File: src/rtl/uart_pkg.sv
// Shared UART definitions: arbiter FSM encoding, transmitter bit-select
// constants and the default frame payload width.
package uart_pkg;

    localparam int UART_DATA_WIDTH = 8;

    localparam logic [2:0] ST_IDLE      = 3'd0;
    localparam logic [2:0] ST_ISSUE     = 3'd1;
    localparam logic [2:0] ST_WAIT_BUSY = 3'd2;
    localparam logic [2:0] ST_WAIT_DONE = 3'd3;
    localparam logic [2:0] ST_GAP       = 3'd4;

    // Serializer phase select and the line levels it drives
    typedef enum logic [1:0] {
        BIT_START  = 2'd0,
        BIT_DATA   = 2'd1,
        BIT_PARITY = 2'd2,
        BIT_STOP   = 2'd3
    } uart_bitsel_e;

    localparam logic UART_START_LEVEL = 1'b0;
    localparam logic UART_STOP_LEVEL  = 1'b1;

endpackage

File: src/rtl/uart_rr_picker.sv
// Combinational round-robin search: first asserted request strictly after
// i_ptr, wrapping modulo NUM_REQ.
module uart_rr_picker #(
    parameter int NUM_REQ = 2,
    parameter int IDX_W   = $clog2(NUM_REQ)
) (
    input  logic [NUM_REQ-1:0] i_req,
    input  logic [IDX_W-1:0]   i_ptr,
    output logic               o_valid,
    output logic [IDX_W-1:0]   o_idx
);

    logic [IDX_W-1:0] w_cand [NUM_REQ];

    always_comb begin
        for (int k = 0; k < NUM_REQ; k++) begin
            w_cand[k] = IDX_W'((int'(i_ptr) + k + 1) % NUM_REQ);
        end
    end

    // Scan from the farthest candidate down so the nearest one wins
    always_comb begin
        o_valid = 1'b0;
        o_idx   = '0;
        for (int k = NUM_REQ - 1; k >= 0; k--) begin
            if (i_req[w_cand[k]]) begin
                o_valid = 1'b1;
                o_idx   = w_cand[k];
            end
        end
    end

endmodule

File: src/rtl/uart_tx_arbiter.sv
// Round-robin arbiter sharing one UART transmitter between NUM_REQ byte
// sources; issues a start pulse, tracks busy, enforces an idle gap.
module uart_tx_arbiter
    import uart_pkg::*;
#(
    parameter int NUM_REQ      = 2,
    parameter int DATA_WIDTH   = UART_DATA_WIDTH,
    parameter int GAP_CYCLES   = 0,
    parameter int BUSY_TIMEOUT = 4,
    parameter int IDX_W        = $clog2(NUM_REQ)
) (
    input  logic                          UCLK,
    input  logic                          reset,
    input  logic                          tx_enable,
    input  logic [NUM_REQ-1:0]            req_valid,
    input  logic [NUM_REQ*DATA_WIDTH-1:0] req_data,
    output logic [NUM_REQ-1:0]            req_ready,
    input  logic                          tx_busy,
    output logic                          tx_data_valid,
    output logic [DATA_WIDTH-1:0]         tx_data,
    output logic [IDX_W-1:0]              grant_id,
    output logic                          frame_done,
    output logic                          timeout_err,
    output logic [15:0]                   frame_count
);

    localparam int               TMR_W    = $clog2(BUSY_TIMEOUT);
    localparam logic [TMR_W-1:0] TMR_LAST = TMR_W'(BUSY_TIMEOUT - 1);
    localparam logic [7:0]       GAP_LAST = 8'(GAP_CYCLES);

    logic [2:0]            r_state;
    logic [IDX_W-1:0]      r_ptr;
    logic [DATA_WIDTH-1:0] r_tx_data;
    logic [IDX_W-1:0]      r_grant_id;
    logic                  r_frame_done;
    logic [15:0]           r_frame_count;
    logic [TMR_W-1:0]      r_timer;
    logic [7:0]            r_gap_cnt;

    logic                  w_pick_valid;
    logic [IDX_W-1:0]      w_pick_idx;
    logic                  w_grant;
    logic                  w_busy_fall;
    logic                  w_timeout;
    logic [2:0]            w_next_state;
    logic [NUM_REQ-1:0]    w_req_ready;

    uart_rr_picker #(
        .NUM_REQ (NUM_REQ),
        .IDX_W   (IDX_W)
    ) u_picker (
        .i_req   (req_valid),
        .i_ptr   (r_ptr),
        .o_valid (w_pick_valid),
        .o_idx   (w_pick_idx)
    );

    // The frame_done cycle itself is never grantable, so the next accept
    // lands GAP_CYCLES+1 cycles after the pulse.
    assign w_grant     = ~reset & (r_state == ST_IDLE) & ~r_frame_done &
                         tx_enable & ~tx_busy & w_pick_valid;
    assign w_busy_fall = (r_state == ST_WAIT_DONE) & ~tx_busy;
    assign w_timeout   = (r_state == ST_WAIT_BUSY) & ~tx_busy & (r_timer == TMR_LAST);

    always_comb begin
        w_req_ready = '0;
        if (w_grant) begin
            w_req_ready[w_pick_idx] = 1'b1;
        end
    end

    always_comb begin
        w_next_state = ST_IDLE;
        case (r_state)
            ST_IDLE:      w_next_state = w_grant ? ST_ISSUE : ST_IDLE;
            ST_ISSUE:     w_next_state = ST_WAIT_BUSY;
            ST_WAIT_BUSY: begin
                if (tx_busy) begin
                    w_next_state = ST_WAIT_DONE;
                end else if (r_timer == TMR_LAST) begin
                    w_next_state = ST_IDLE;
                end else begin
                    w_next_state = ST_WAIT_BUSY;
                end
            end
            ST_WAIT_DONE: begin
                if (!tx_busy) begin
                    w_next_state = (GAP_CYCLES > 0) ? ST_GAP : ST_IDLE;
                end else begin
                    w_next_state = ST_WAIT_DONE;
                end
            end
            ST_GAP:       w_next_state = (r_gap_cnt == GAP_LAST) ? ST_IDLE : ST_GAP;
            default:      w_next_state = ST_IDLE;
        endcase
    end

    always_ff @(posedge UCLK or posedge reset) begin
        if (reset) begin
            r_state       <= ST_IDLE;
            r_ptr         <= IDX_W'(NUM_REQ - 1);
            r_tx_data     <= '0;
            r_grant_id    <= '0;
            r_frame_done  <= 1'b0;
            r_frame_count <= '0;
            r_timer       <= '0;
            r_gap_cnt     <= '0;
        end else begin
            r_state      <= w_next_state;
            r_frame_done <= w_busy_fall;
            if (w_grant) begin
                r_tx_data  <= req_data[int'(w_pick_idx)*DATA_WIDTH +: DATA_WIDTH];
                r_grant_id <= w_pick_idx;
                r_ptr      <= w_pick_idx;
            end
            if (w_busy_fall) begin
                r_frame_count <= r_frame_count + 16'd1;
            end
            if (r_state == ST_ISSUE) begin
                r_timer <= '0;
            end else if ((r_state == ST_WAIT_BUSY) && !tx_busy && !w_timeout) begin
                r_timer <= r_timer + 1'b1;
            end
            if (r_state == ST_WAIT_DONE) begin
                r_gap_cnt <= '0;
            end else if (r_state == ST_GAP) begin
                r_gap_cnt <= r_gap_cnt + 8'd1;
            end
        end
    end

    assign req_ready     = w_req_ready;
    assign tx_data_valid = (r_state == ST_ISSUE);
    assign tx_data       = r_tx_data;
    assign grant_id      = r_grant_id;
    assign frame_done    = r_frame_done;
    assign timeout_err   = w_timeout;
    assign frame_count   = r_frame_count;

endmodule

File: config.mk
export PLATFORM = sky130hd
export DESIGN_NAME = uart_tx_arbiter
export DESIGN_NICKNAME = d
export VERILOG_FILES = /design/src/rtl/uart_pkg.sv /design/src/rtl/uart_rr_picker.sv /design/src/rtl/uart_tx_arbiter.sv
export SDC_FILE = /design/constraint.sdc
export NUM_CORES = 1
export LEC_CHECK = 0
export BUFFER_PORTS_ARGS = -buffer_cell sky130_fd_sc_hd__clkbuf_2
export CAP_MARGIN = 30
export CORE_AREA = 5 5 70 72
export CTS_CLUSTER_SIZE = 14
export DETAILED_ROUTE_END_ITERATION = 8
export DIE_AREA = 0 0 75 77
export HOLD_SLACK_MARGIN = 0.1
export PLACE_DENSITY = 0.74
export SETUP_SLACK_MARGIN = 0.3
export SYNTH_ARGS = -nofsm -noshare
export SYNTH_HDL_FRONTEND = slang
export SYNTH_HIERARCHICAL = 1
export SYNTH_SLANG_ARGS = --single-unit
File: constraint.sdc
create_clock -name UCLK -period 1.7 [get_ports UCLK]
set_clock_uncertainty 0.15 [all_clocks]
set_input_delay 0.34 -clock UCLK [delete_from_list [all_inputs] [get_ports UCLK]]
set_output_delay 0.34 -clock UCLK [all_outputs]
set_load 0.01 [all_outputs]
# After elaboration in Yosys (flattened, before gate mapping)
# Cells that the tools add are included.
# W data, S select, Z words.
dict set report op_classes {
  n_eq_ne 5
  mux 21
  multipliers 0
  n_addsub 5
  order_cmp 4
  reduce_logical 9
  n_shift 1
  div 0
  bitwise 11
}
# operator count
set op_table {}
lappend op_table {{$add A16 B1 Y16 const B} 1}
lappend op_table {{$mux W8} 2}
lappend op_table {{$shiftx A16 B5 Y8} 1}
lappend op_table {{$pmux W3 S5} 1}
lappend op_table {{$mux W2} 6}
lappend op_table {{$mux W1} 10}
lappend op_table {{$add A8 B1 Y8 const B} 1}
lappend op_table {{$and A1 B1 Y1} 8}
lappend op_table {{$logic_not A8 Y1} 1}
lappend op_table {{$eq A3 B2 Y1 const B} 2}
lappend op_table {{$lt A1 B2 Y1 const B} 3}
lappend op_table {{$reduce_bool A2 Y1} 2}
lappend op_table {{$eq A3 B1 Y1 const B} 1}
lappend op_table {{$eq A3 B3 Y1 const B} 1}
lappend op_table {{$logic_and A1 B1 Y1} 3}
lappend op_table {{$logic_not A3 Y1} 1}
lappend op_table {{$mux W3} 1}
lappend op_table {{$not A1 Y1} 3}
lappend op_table {{$add A1 B1 Y1 const B} 2}
lappend op_table {{$add A2 B1 Y2 const B} 1}
lappend op_table {{$eq A2 B2 Y1 const B} 1}
lappend op_table {{$logic_not A1 Y1} 2}
lappend op_table {{$demux W1 S1} 1}
lappend op_table {{$ge A1 B1 Y1 const B} 1}
dict set report totals {
  mem_bits_rw 0
  mem_bits_ro 0
  n_memories 0
  regBits 40
  out_inout_bits 30
  latch_bits 0
}

# Longest topological paths before layout
dict set report logic_depth {
  word_depth 11
  ltp_mapped 6
  mapped_depth_nobuf 5
}

# Cells and area by module
# Netlist, hierarchy kept.
# mod cells_per_inst seq_area_each_um2 instances area_each_um2
set by_module_without_submodules {}
lappend by_module_without_submodules {uart_tx_arbiter 183 1002.2 1 1903.1}
lappend by_module_without_submodules {uart_rr_picker 2 0.0 1 13.8}

# Worst setup path before layout
# No wires, ideal clock.
dict set report synth_timing {
  path_kind {input -> output}
  from {input port req_valid[1]}
  to {output port req_ready[1]}
  arrival_ps 1154
  path_stages 4
  setup_slack_ps 56
  path_cell_list {a21boi_1 > clkbuf_1 > nand2_1 > inv_1}
}
dict set report synth_via {
  elab_chain_len 9
  elab_cells_between_ends 15
}
# element line_no
set synth_lines {}
lappend synth_lines {{from (decl)} uart_tx_arbiter.sv:15} ;# input logic [NUM_REQ-1:0] req_valid,
lappend synth_lines {{$mux W1 (implied by the code) (2 in series)} uart_rr_picker.sv:26} ;# if (i_req[w_cand[k]]) begin
lappend synth_lines {{$mux W1 (2 in series)} uart_rr_picker.sv:26}
lappend synth_lines {{$lt A1 B2 Y1 (implied by the code) or $ge A1 B1 Y1 (tied branches)} uart_tx_arbiter.sv:68} ;# w_req_ready[w_pick_idx] = 1'b1;
lappend synth_lines {{$logic_and A1 B1 Y1 (implied by the code)} uart_tx_arbiter.sv:68}
lappend synth_lines {{$mux W1 (implied by the code)} uart_tx_arbiter.sv:68}
lappend synth_lines {{$demux W1 S1} uart_tx_arbiter.sv:68}
lappend synth_lines {{$mux W2 (*)} uart_tx_arbiter.sv:67} ;# if (w_grant) begin
lappend synth_lines {{to (decl)} uart_tx_arbiter.sv:17} ;# output logic [NUM_REQ-1:0] req_ready,
# Mark *: on every way between the ends. The rest lies on a longest branch, timed or not. The select of a mux whose other input is x is not followed.

# Worst setup path in the final report
dict set report layout_timing {
  from {register r_frame_done, in the netlist frame_done}
  to {output port req_ready[1]}
}
dict set report layout_via {
  elab_chain_len 6
}
# element line_no
set layout_lines {}
lappend layout_lines {{from (decl)} uart_tx_arbiter.sv:35} ;# logic r_frame_done;
lappend layout_lines {{from (signal assigned)} uart_tx_arbiter.sv:110} ;# r_frame_done <= w_busy_fall;
lappend layout_lines {{$not A1 Y1} uart_tx_arbiter.sv:60} ;# assign w_grant = ~reset & (r_state == ST_IDLE) & ~r_frame_done &
lappend layout_lines {{$and A1 B1 Y1 (2 in series)} uart_tx_arbiter.sv:60}
lappend layout_lines {{$and A1 B1 Y1 (2 in series)} uart_tx_arbiter.sv:61} ;# tx_enable & ~tx_busy & w_pick_valid;
lappend layout_lines {{$mux W2} uart_tx_arbiter.sv:67}
# Every way passes these cells.

==> metrics.csv <==
metric,value,unit
status,"finished, violations left",
violations,negative setup slack,
synth_edf_count,0,
slew_violations,0,
die-area,5775,um2
hold_depth,3,
period_needed,1.864,ns
clock_sinks,40,
yosys_register_bits,40,
path_class,reg -> out,
synth_top_cell_by_area,dfrtp_1,
port_buffers,51,
cts_tree,yes,
final_area,2955,um2
clock_path_buffers,2,
synth_most_common_cell,dfrtp_1,
synth_ff_type,dfrtp_1,
via_per_inst,5.255,
cts-htree-levels,2,
clkTransAtPathRegs,0.07,ns
worst_pin_slew,0.5835,ns
finalCritPeriodShare,1.096,
synth_common_cells,"39 x dfrtp_1, 30 x nand2_1, 17 x nor2_1, 11 x xnor2_1",
cts-root-buf,clkbuf_8,
drtPass1Iterations,4,
fmax,536.5,MHz
worst_ep_required_time,1.21,ns
drive_gt1_frac,0.5396,
fin_tns_setup,-0.6476,ns
ff2ff_path_depth,7,
coreArea,4234,um2
drt_wl_total,5.016,mm
synthTopCellsByArea,"dfrtp_1 51%, nand2_1 5.9%, mux2i_1 5.2%",
fillers,284,
place_area,2369,um2
setup_violations,10,
slew_headroom,0.6074,
seqPwrFrac,0.420,
start_util,0.4527,
fin_ws,-0.1640,ns
r2r_setup_slack,-0.06,ns
grt.total_usage,0.1592,
crit_fanout,2,
gr-total-overflow,0,
hold_viol,0,
drt_iter0_markers,95,
pin_count,52,
ys_types,43,
place_ws,-0.01582,ns
grt_pass1_vias,1611,
hold_class,in -> reg,
postLayoutCoreUtil,0.6980,
netlist_area,1917,um2
antenna_found_initial,0,
drv_cap,0,
p_clk_frac,0.191,
seq_area_frac_synth,0.5228,
leakagePower,1.485,nW
swShare,0.3436,
cp-start-kind,register,
fp.dieH,77,um
grt_start_max_net_pins,20,
synthToLayoutAreaGrowth,54.18,%
power.density,1071,nW/um2
synth.avg_cell_area,10.36,um2
pwr-share-comb,0.389,
arrival,1.37,ns
via_count,1734,
grt_pass1_wl,7.217,mm
antenna_cells,0,
syn-num-nets,211,
async_reset_ff_frac,1.000,
rows,24,
die_w,75,um
yosys_warnings,6,
drc,0,
ant_nets,0,
max-vdd-ir-drop,464.0,uV
endpoint_kind,output pin,
rsz0062_at_grt,true,
fin_nets,304,
dpl.hpwl,3.127,mm
clkLatencyLatePin,0.30,ns
synthCells,185,
p_int,2.078,mW
synth_top_area_share,0.5091,
switchingPower,1.088,mW
wl_per_cell,15.20,um
gp_congestion,0.8435,
cts-buffers-inserted,5,
[what timing repair did]
action / in CTS / in global routing
setup endpoints to repair: 37 / 51
setup buffers: 14 / 9
gates resized for setup: 34 / 50
pin swaps: 27 / 14
hold buffers: 1 / 0
endpoints found under the hold margin: 10 / 0
[metal layers]
metal  vias up  GRT usage  wire (um)
met5         -          0          0
met4         0    0.04982        142
met3        17    0.04575        302
met2        53     0.2639       2529
met1       837     0.1958       2041
li1        827          -          -
[area by class of cell]
cell class	count	area [um2]	share of cell area
inverter	6	26.28	0.008891
clock buffer	5	68.82	0.02329
timing repair buffer	89	676.9	0.2290
multi-input combinational	136	1092	0.3696
tap	52	65.06	0.02202
clock inverter	2	12.51	0.004234
sequential	40	1013	0.3429
[final timing paths]
path | endpoint | start
max | req_ready[1] | frame_done
max in group asynchronous | r_gap_cnt[6] | reset
min | tx_data[1] | req_data[1]
min in group asynchronous | r_timer[0] | reset
max reg2reg | r_gap_cnt[6] | r_state[1]
min reg2reg | r_ptr | r_ptr
[cell families after synthesis]
| logic type | Yosys count | share of synthesized area |
|---|---|---|
| compound gates | 23 | 0.06985 |
| xor+xnor | 16 | 0.07310 |
| fa+ha+maj | 4 | 0.02611 |
| buf+inv | 9 | 0.02219 |
| flops | 40 | 0.5229 |
| mux | 10 | 0.05222 |
| simple gates | 83 | 0.2337 |
[power by group through the flow]
stage / clock network, mW / logic (mW) / registers [mW]
after floorplan: 0 / 0.414 / 1.37
after global placement: 0 / 0.788 / 1.32
after detailed placement: 0 / 0.807 / 1.33
after CTS: 0.608 / 1.05 / 1.31
after global routing: 0.674 / 1.34 / 1.36
final: 0.605 / 1.23 / 1.33
[worst max-delay path, cell delays in order, from the launching register on]
cell	delay [ns]
dfrtp_1	0.39
nor4b_2	0.19
and4b_2	0.26
nand2_1	0.07
inv_1	0.06
buf_2	0.12
[flip-flops by register name, indices dropped and copies added (netlist names)]
name / count
r_state: 3
r_gap_cnt: 8
r_timer: 2
frame_done: 1
frame_count: 16
tx_data: 8
r_ptr: 1
grant_id: 1
[placed cells by master (no fill, tap or decap), types with 3 or more instances in the layout]
cell | Yosys | layout
xnor2_1 | 11 | 5
nand3_1 | 9 | 6
a21oi_1 | 6 | 3
dfrtp_1 | 39 | 30
mux2i_1 | 10 | 10
buf_6 | 1 | 21
buf_12 | 0 | 3
clkbuf_8 | 0 | 5
ha_1 | 4 | 4
inv_1 | 5 | 4
xnor2_2 | 0 | 6
nand2_1 | 30 | 26
nand2_2 | 0 | 3
xor2_1 | 5 | 5
o21ai_1 | 0 | 7
nor2_1 | 17 | 11
nor2_4 | 0 | 4
buf_4 | 0 | 20
clkbuf_2 | 0 | 42
dfrtp_2 | 0 | 9
a21oi_2 | 0 | 3
nand4_1 | 5 | 5
[through the flow]
step	hold slack (ns)	instances	total power, mW
2_1_floorplan	0.1684	185	1.787
3_3_place_gp	0.1896	299	2.109
3_5_place_dp	0.1890	299	2.138
4_1_cts	0.1719	321	2.969
5_1_grt	0.1968	330	3.369
6_report	0.1695	330	3.165
Power figures use the tool's default switching activity.
